$ cat config.mk
export PLATFORM = sky130hd
export DESIGN_NAME = sqrt_iter_unit_flat
export DESIGN_NICKNAME = d
export VERILOG_FILES = /design/src/rtl/sqrt_defs.sv /design/src/rtl/sqrt_iter_unit_if.sv /design/src/rtl/sqrt_iter_unit_step.sv /design/src/rtl/sqrt_iter_unit.sv /design/src/flat_wrapper.sv
export SDC_FILE = /design/constraint.sdc
export NUM_CORES = 1
export LEC_CHECK = 0
export ABC_AREA = 1
export BUFFER_PORTS_ARGS = -buffer_cell sky130_fd_sc_hd__buf_4
export CAP_MARGIN = 30
export CORE_MARGIN = 4
export CORE_UTILIZATION = 45
export DETAILED_ROUTE_END_ITERATION = 6
export MAX_ROUTING_LAYER = met4
export PLACE_DENSITY_LB_ADDON = 0.08
export SLEW_MARGIN = 20
export SYNTH_ARGS = -nofsm -noshare
export SYNTH_HDL_FRONTEND = slang
export SYNTH_HIERARCHICAL = 1
export SYNTH_SLANG_ARGS = --single-unit
$ cat constraint.sdc
create_clock -name clk -period 1.83 [get_ports clk]
set_input_delay 0.366 -clock clk [delete_from_list [all_inputs] [get_ports clk]]
set_output_delay 0.366 -clock clk [all_outputs]
set_load 0.02 [all_outputs]
$ cat src/rtl/sqrt_defs.sv
// rtl/sqrt_defs.sv - shared FSM encodings and width check for the square-root unit
package sqrt_defs;

  localparam logic [1:0] ST_IDLE = 2'd0;
  localparam logic [1:0] ST_CALC = 2'd1;
  localparam logic [1:0] ST_DONE = 2'd2;

  function automatic bit sqrt_width_ok(input int w);
    return (w >= 2) && ((w % 2) == 0);
  endfunction

endpackage

$ cat src/rtl/sqrt_iter_unit_if.sv
// rtl/sqrt_iter_unit_if.sv - start/valid handshake bundle between host and square-root unit
interface sqrt_iter_unit_if #(
  parameter int WIDTH = 16
);
  localparam int RW = WIDTH / 2;

  logic             start_i;
  logic             abort_i;
  logic [WIDTH-1:0] radicand_i;
  logic             ready_o;
  logic             busy_o;
  logic             valid_o;
  logic [RW-1:0]    root_o;
  logic [RW:0]      rem_o;

  modport master (
    output start_i, abort_i, radicand_i,
    input  ready_o, busy_o, valid_o, root_o, rem_o
  );

  modport slave (
    input  start_i, abort_i, radicand_i,
    output ready_o, busy_o, valid_o, root_o, rem_o
  );

endinterface

$ cat src/rtl/sqrt_iter_unit_step.sv
// rtl/sqrt_iter_unit_step.sv - one combinational bit-pair iteration of the digit-by-digit root
module sqrt_step #(
  parameter int RW = 8
) (
  input  logic [RW:0]   rem_i,
  input  logic [RW-1:0] root_i,
  input  logic [1:0]    pair_i,
  output logic [RW:0]   rem_o,
  output logic [RW-1:0] root_o
);

  logic [RW+2:0] r2;
  logic [RW+2:0] t;
  logic [RW+2:0] diff;
  logic [RW:0]   root_ext;
  logic          ge;
  logic          unused_bits;

  // Trial subtraction carried at RW+3 bits so nothing is lost before the compare.
  always_comb begin
    r2       = {rem_i, pair_i};
    t        = {1'b0, root_i, 2'b01};
    ge       = (r2 >= t);
    diff     = ge ? (r2 - t) : r2;
    rem_o    = diff[RW:0];
    root_ext = {root_i, ge};
    root_o   = root_ext[RW-1:0];
  end

  // Upper remainder bits and the shifted-out root bit are always zero.
  assign unused_bits = ^{diff[RW+2:RW+1], root_ext[RW]};

endmodule

$ cat src/rtl/sqrt_iter_unit.sv
// rtl/sqrt_iter_unit.sv - iterative integer square root, one root bit per clock
module sqrt_iter_unit
  import sqrt_defs::*;
#(
  parameter int WIDTH = 16
) (
  input  logic             clk,
  input  logic             rst_n,
  sqrt_iter_unit_if.slave  bus
);

  localparam int RW = WIDTH / 2;
  localparam int CW = $clog2(WIDTH / 2) + 1;
  localparam logic [CW-1:0] CNT_LOAD = CW'(RW - 1);

  generate
    if (!sqrt_width_ok(WIDTH)) begin : g_bad_width
      $error("sqrt_iter_unit: WIDTH must be even and >= 2");
    end
  endgenerate

  logic [1:0]       state_q, state_d;
  logic [WIDTH-1:0] x_q, x_d;
  logic [RW-1:0]    root_q, root_d;
  logic [RW:0]      rem_q, rem_d;
  logic [CW-1:0]    cnt_q, cnt_d;

  logic [RW:0]      step_rem;
  logic [RW-1:0]    step_root;
  logic             ready;

  sqrt_step #(.RW(RW)) u_step (
    .rem_i  (rem_q),
    .root_i (root_q),
    .pair_i (x_q[WIDTH-1 -: 2]),
    .rem_o  (step_rem),
    .root_o (step_root)
  );

  assign ready = (state_q == ST_IDLE) || (state_q == ST_DONE);

  always_comb begin
    state_d = state_q;
    x_d     = x_q;
    root_d  = root_q;
    rem_d   = rem_q;
    cnt_d   = cnt_q;
    case (state_q)
      ST_IDLE, ST_DONE: begin
        state_d = ST_IDLE;
        if (bus.start_i) begin
          state_d = ST_CALC;
          x_d     = bus.radicand_i;
          root_d  = '0;
          rem_d   = '0;
          cnt_d   = CNT_LOAD;
        end
      end
      ST_CALC: begin
        if (bus.abort_i) begin
          state_d = ST_IDLE;
        end else begin
          root_d = step_root;
          rem_d  = step_rem;
          x_d    = x_q << 2;
          cnt_d  = cnt_q - 1'b1;
          if (cnt_q == '0) begin
            state_d = ST_DONE;
          end
        end
      end
      default: state_d = ST_IDLE;
    endcase
  end

  always_ff @(posedge clk or negedge rst_n) begin
    if (!rst_n) begin
      state_q <= ST_IDLE;
      x_q     <= '0;
      root_q  <= '0;
      rem_q   <= '0;
      cnt_q   <= '0;
    end else begin
      state_q <= state_d;
      x_q     <= x_d;
      root_q  <= root_d;
      rem_q   <= rem_d;
      cnt_q   <= cnt_d;
    end
  end

  // Status is a pure decode of state so the host never sees an input-to-output path.
  assign bus.ready_o = ready;
  assign bus.busy_o  = (state_q == ST_CALC);
  assign bus.valid_o = (state_q == ST_DONE);
  assign bus.root_o  = root_q;
  assign bus.rem_o   = rem_q;

endmodule
$ cat src/flat_wrapper.sv
// flat-port wrapper written by rule: the top's interface ports become plain ports
module sqrt_iter_unit_flat import sqrt_defs::*;
#(
  parameter int WIDTH = 16
)
  (clk, rst_n, bus_start_i, bus_abort_i, bus_radicand_i, bus_ready_o, bus_busy_o, bus_valid_o, bus_root_o, bus_rem_o);
  sqrt_iter_unit_if #(.WIDTH(WIDTH)) bus_i ();
  input  logic clk;
  input  logic rst_n;
  input wire logic [$bits(bus_i.start_i)-1:0] bus_start_i;
  input wire logic [$bits(bus_i.abort_i)-1:0] bus_abort_i;
  input wire logic [$bits(bus_i.radicand_i)-1:0] bus_radicand_i;
  output wire logic [$bits(bus_i.ready_o)-1:0] bus_ready_o;
  output wire logic [$bits(bus_i.busy_o)-1:0] bus_busy_o;
  output wire logic [$bits(bus_i.valid_o)-1:0] bus_valid_o;
  output wire logic [$bits(bus_i.root_o)-1:0] bus_root_o;
  output wire logic [$bits(bus_i.rem_o)-1:0] bus_rem_o;
  assign bus_i.start_i = bus_start_i;
  assign bus_i.abort_i = bus_abort_i;
  assign bus_i.radicand_i = bus_radicand_i;
  assign bus_ready_o = bus_i.ready_o;
  assign bus_busy_o = bus_i.busy_o;
  assign bus_valid_o = bus_i.valid_o;
  assign bus_root_o = bus_i.root_o;
  assign bus_rem_o = bus_i.rem_o;
  sqrt_iter_unit #(.WIDTH(WIDTH)) u_core (.clk(clk), .rst_n(rst_n), .bus(bus_i));
endmodule
==> results.py <==
metrics = {
    "outcome": {
        "status": "finished clean",
    },
    "global_routing": {
        "grt_pass1_vias": 2083,
        "grt_overflow": 0,
        "track_usage_pct": 17.29,
        "grt_max_degree": 40,
        "antenna_found_initial": 0,
        "grt_pass1_wl_um": 9660,
    },
    "yosys": {
        "yosysUniqueCellTypes": 31,
        "synth_cells": 342,
        "syn-num-nets": 373,
        "syn_area_um2": 2595,
        "synth-seq-cells": 39,
        "yosys_warnings": 6,
        "avgSynthCellArea_um2": 7.588,
        "seq_area_frac_synth_pct": 37.61,
    },
    "place": {
        "place_area_um2": 2933,
        "finalWeightedCongestion": 0.8255,
        "dp_cells": 449,
        "dp_slack_ns": 0.04259,
        "hpwlAfterDp_um": 4210,
        "io_buffers": 39,
    },
    "detailed_routing": {
        "post_drt_via_cell_ratio": 4.807,
        "wl_um": 5648,
        "drc": 0,
        "num_vias": 2211,
        "ant_nets": 0,
        "first_pass_iters": 4,
        "wl_per_cell_um": 12.28,
        "first_iter_violations": 95,
    },
    "timing": {
        "finClkSkew_ns": 0.007564,
        "timing.final.crit_share_pct": 92.55,
        "hold_ws_ns": 0.01958,
        "max_slew.worst_pin.slew_ns": 0.6064,
        "finalHoldViolCount": 0,
        "rsz0062_at_grt": "false",
        "finalSetupViolations": 0,
        "slew_headroom_pct": 59.53,
        "timing.fmax_ghz": 0.5904,
        "final.setup.tns_ns": 0,
        "finalMaxSlewViolations": 0,
        "fin_ws_ns": 0.1363,
        "finalCriticalPeriod_ns": 1.694,
    },
    "cts": {
        "cts_sinks": 39,
        "clock_path_buffers": 2,
        "clk_latency_ns": 0.29,
        "cts_max_level": 2,
        "cts_tree": "yes",
        "cts_made_buffers": 5,
        "root_buffer": "clkbuf_8",
        "path_clk_slew_ns": 0.08,
    },
    "critical_path": {
        "cp-start-kind": "flip-flop",
        "ff2ff_path_depth": 12,
        "cp.required_ns": 2.01,
        "crit_arrival_ns": 1.87,
        "r2r_slack_ns": 0.14,
        "r2r_start": "u_core/bus.root_o[3]",
        "crit_path_max_fanout": 10,
        "cp-end-kind": "flip-flop",
        "crit_type": "flip-flop to flip-flop",
        "r2r_end": "u_core/bus.rem_o[6]",
    },
    "die": {
        "rows": 27,
        "start_util_pct": 46.84,
        "pin_count": 40,
        "fp.dieW_um": 83.94,
        "die-area_um2": 7046,
        "die_h_um": 83.94,
        "core_um2": 5540,
    },
    "final_layout": {
        "final_cell_mix": "106 x nand2_1, 57 x buf_4, 44 x inv_1",
        "nets": 418,
        "antenna-diode-count": 0,
        "fill_cells": 561,
        "stdcell_area_um2": 3124,
        "area_growth_pct": 20.40,
        "final_cells": 460,
        "drive_gt1_share_pct": 29.64,
        "layout_commonest_cell": "nand2_1",
    },
    "power": {
        "irDropWorstVdd_mv": 0.9662,
        "leakage_nw": 1.682,
        "p_per_area_nw_per_um2": 2058,
    },
    "flow_run": {
        "max_cap_violations": 0,
    },
    "min_path": {
        "hp-class": "input port to asynchronous set/reset pin",
    },
}
## final cells by class
class | count | area (um2) | share of cell area, %
Inverter | 48 | 185.2 | 5.927
Clock buffer | 6 | 72.57 | 2.323
Clock inverter | 2 | 12.51 | 0.4005
Sequential cell | 39 | 975.9 | 31.24
Tap cell | 72 | 90.09 | 2.883
Multi-Input combinational cell | 236 | 1360 | 43.53
Timing Repair Buffer | 57 | 427.9 | 13.70
## per-layer routing
| metal | share of wire [%] | routed length (um) | global-route usage [%] |
|---|---|---|---|
| met5 | 0 | 0 | - |
| met4 | 0.96 | 54 | 4.386 |
| met1 | 46 | 2621 | 22.20 |
| met2 | 49 | 2748 | 27.84 |
| met3 | 3.9 | 223 | 3.751 |
## cells in the mapped netlist (all sizes together)
cell	number	area, um2
nor3	2	21.27
inv	48	182.7
buf	18	153.9
clkbuf	1	3.750
ha	11	137.6
nand3	35	175.2
o21ai	29	167.7
nand2	133	606.8
xnor2	2	17.52
xor2	1	8.760
nand3b	2	15.01
or2	2	12.52
a21oi	5	36.29
o21a	1	7.510
dfrtp	39	975.9
nor2	13	72.57
## flip-flops by register name (all words and copies together) (netlist names)
| name | count |
|---|---|
| u_core/bus.root_o | 8 |
| u_core/state_q | 2 |
| u_core/cnt_q | 4 |
| u_core/x_q | 16 |
| u_core/bus.rem_o | 9 |
## per-stage QoR
step	util, %	power [W]
finish	56.39	0.006429
global route	56.39	0.007074
global placement	52.94	0.005664
CTS	54.47	0.006298
floorplan	-	0.004792
detailed placement	52.94	0.005693
## where the power goes
group	leakage (nW)	total (W)	switching [W]	internal [W]
Sequential	0.504	0.00137	0.000211	0.00116
Combinational	1.14	0.00449	0.00271	0.00178
Clock	0.0412	0.000570	0.000303	0.000266
Total	1.68	0.00643	0.00322	0.00321
## repair_timing
| item | 4_1_cts | 5_1_grt |
|---|---|---|
| endpoints found under the hold margin | 0 | 0 |
| gates resized for setup | 0 | 11 |
| hold buffers | 0 | 0 |
| setup buffers | 0 | 3 |
| endpoints found under the setup margin | 0 | 10 |
## worst max path at each step
stage	start	end	slack [ns]	depth (start not counted)
2_1_floorplan	u_core/bus.root_o[4]	u_core/bus.root_o[0]	0.02	11
6_report	u_core/bus.root_o[3]	u_core/bus.rem_o[6]	0.14	12
5_1_grt	u_core/bus.root_o[3]	u_core/bus.rem_o[7]	0.003	12
3_3_place_gp	u_core/bus.rem_o[6]	u_core/bus.rem_o[3]	0.04	11
4_1_cts	u_core/bus.rem_o[6]	u_core/bus.rem_o[6]	0.03	11
3_5_place_dp	u_core/bus.rem_o[6]	u_core/bus.rem_o[6]	0.04	11
## cells by family (layout without fill, tap and decap cells)
family | after synthesis | after routing | synth area share [%]
and+or+nand+nor | 187 | 187 | 34.81
buffers and inverters | 67 | 113 | 13.11
DFF | 39 | 39 | 37.61
AOI/OAI and AO/OA | 35 | 35 | 8.149
adders and majority gates | 11 | 11 | 5.304
xor gates and xnor gates | 3 | 3 | 1.013
## worst max-delay path, stage by stage, from the launching register on
cell and delay [ns]:
dfrtp_1 0.38, inv_1 0.12, ha_4 0.23, nand2_1 0.09, inv_1 0.07, a21oi_4 0.16
nand2_4 0.09, nand2_8 0.10, nand2_8 0.09, nand2_2 0.07, nand2_2 0.04, nand3_1 0.07
nand2_1 0.06
Power figures use the tool's default switching activity.
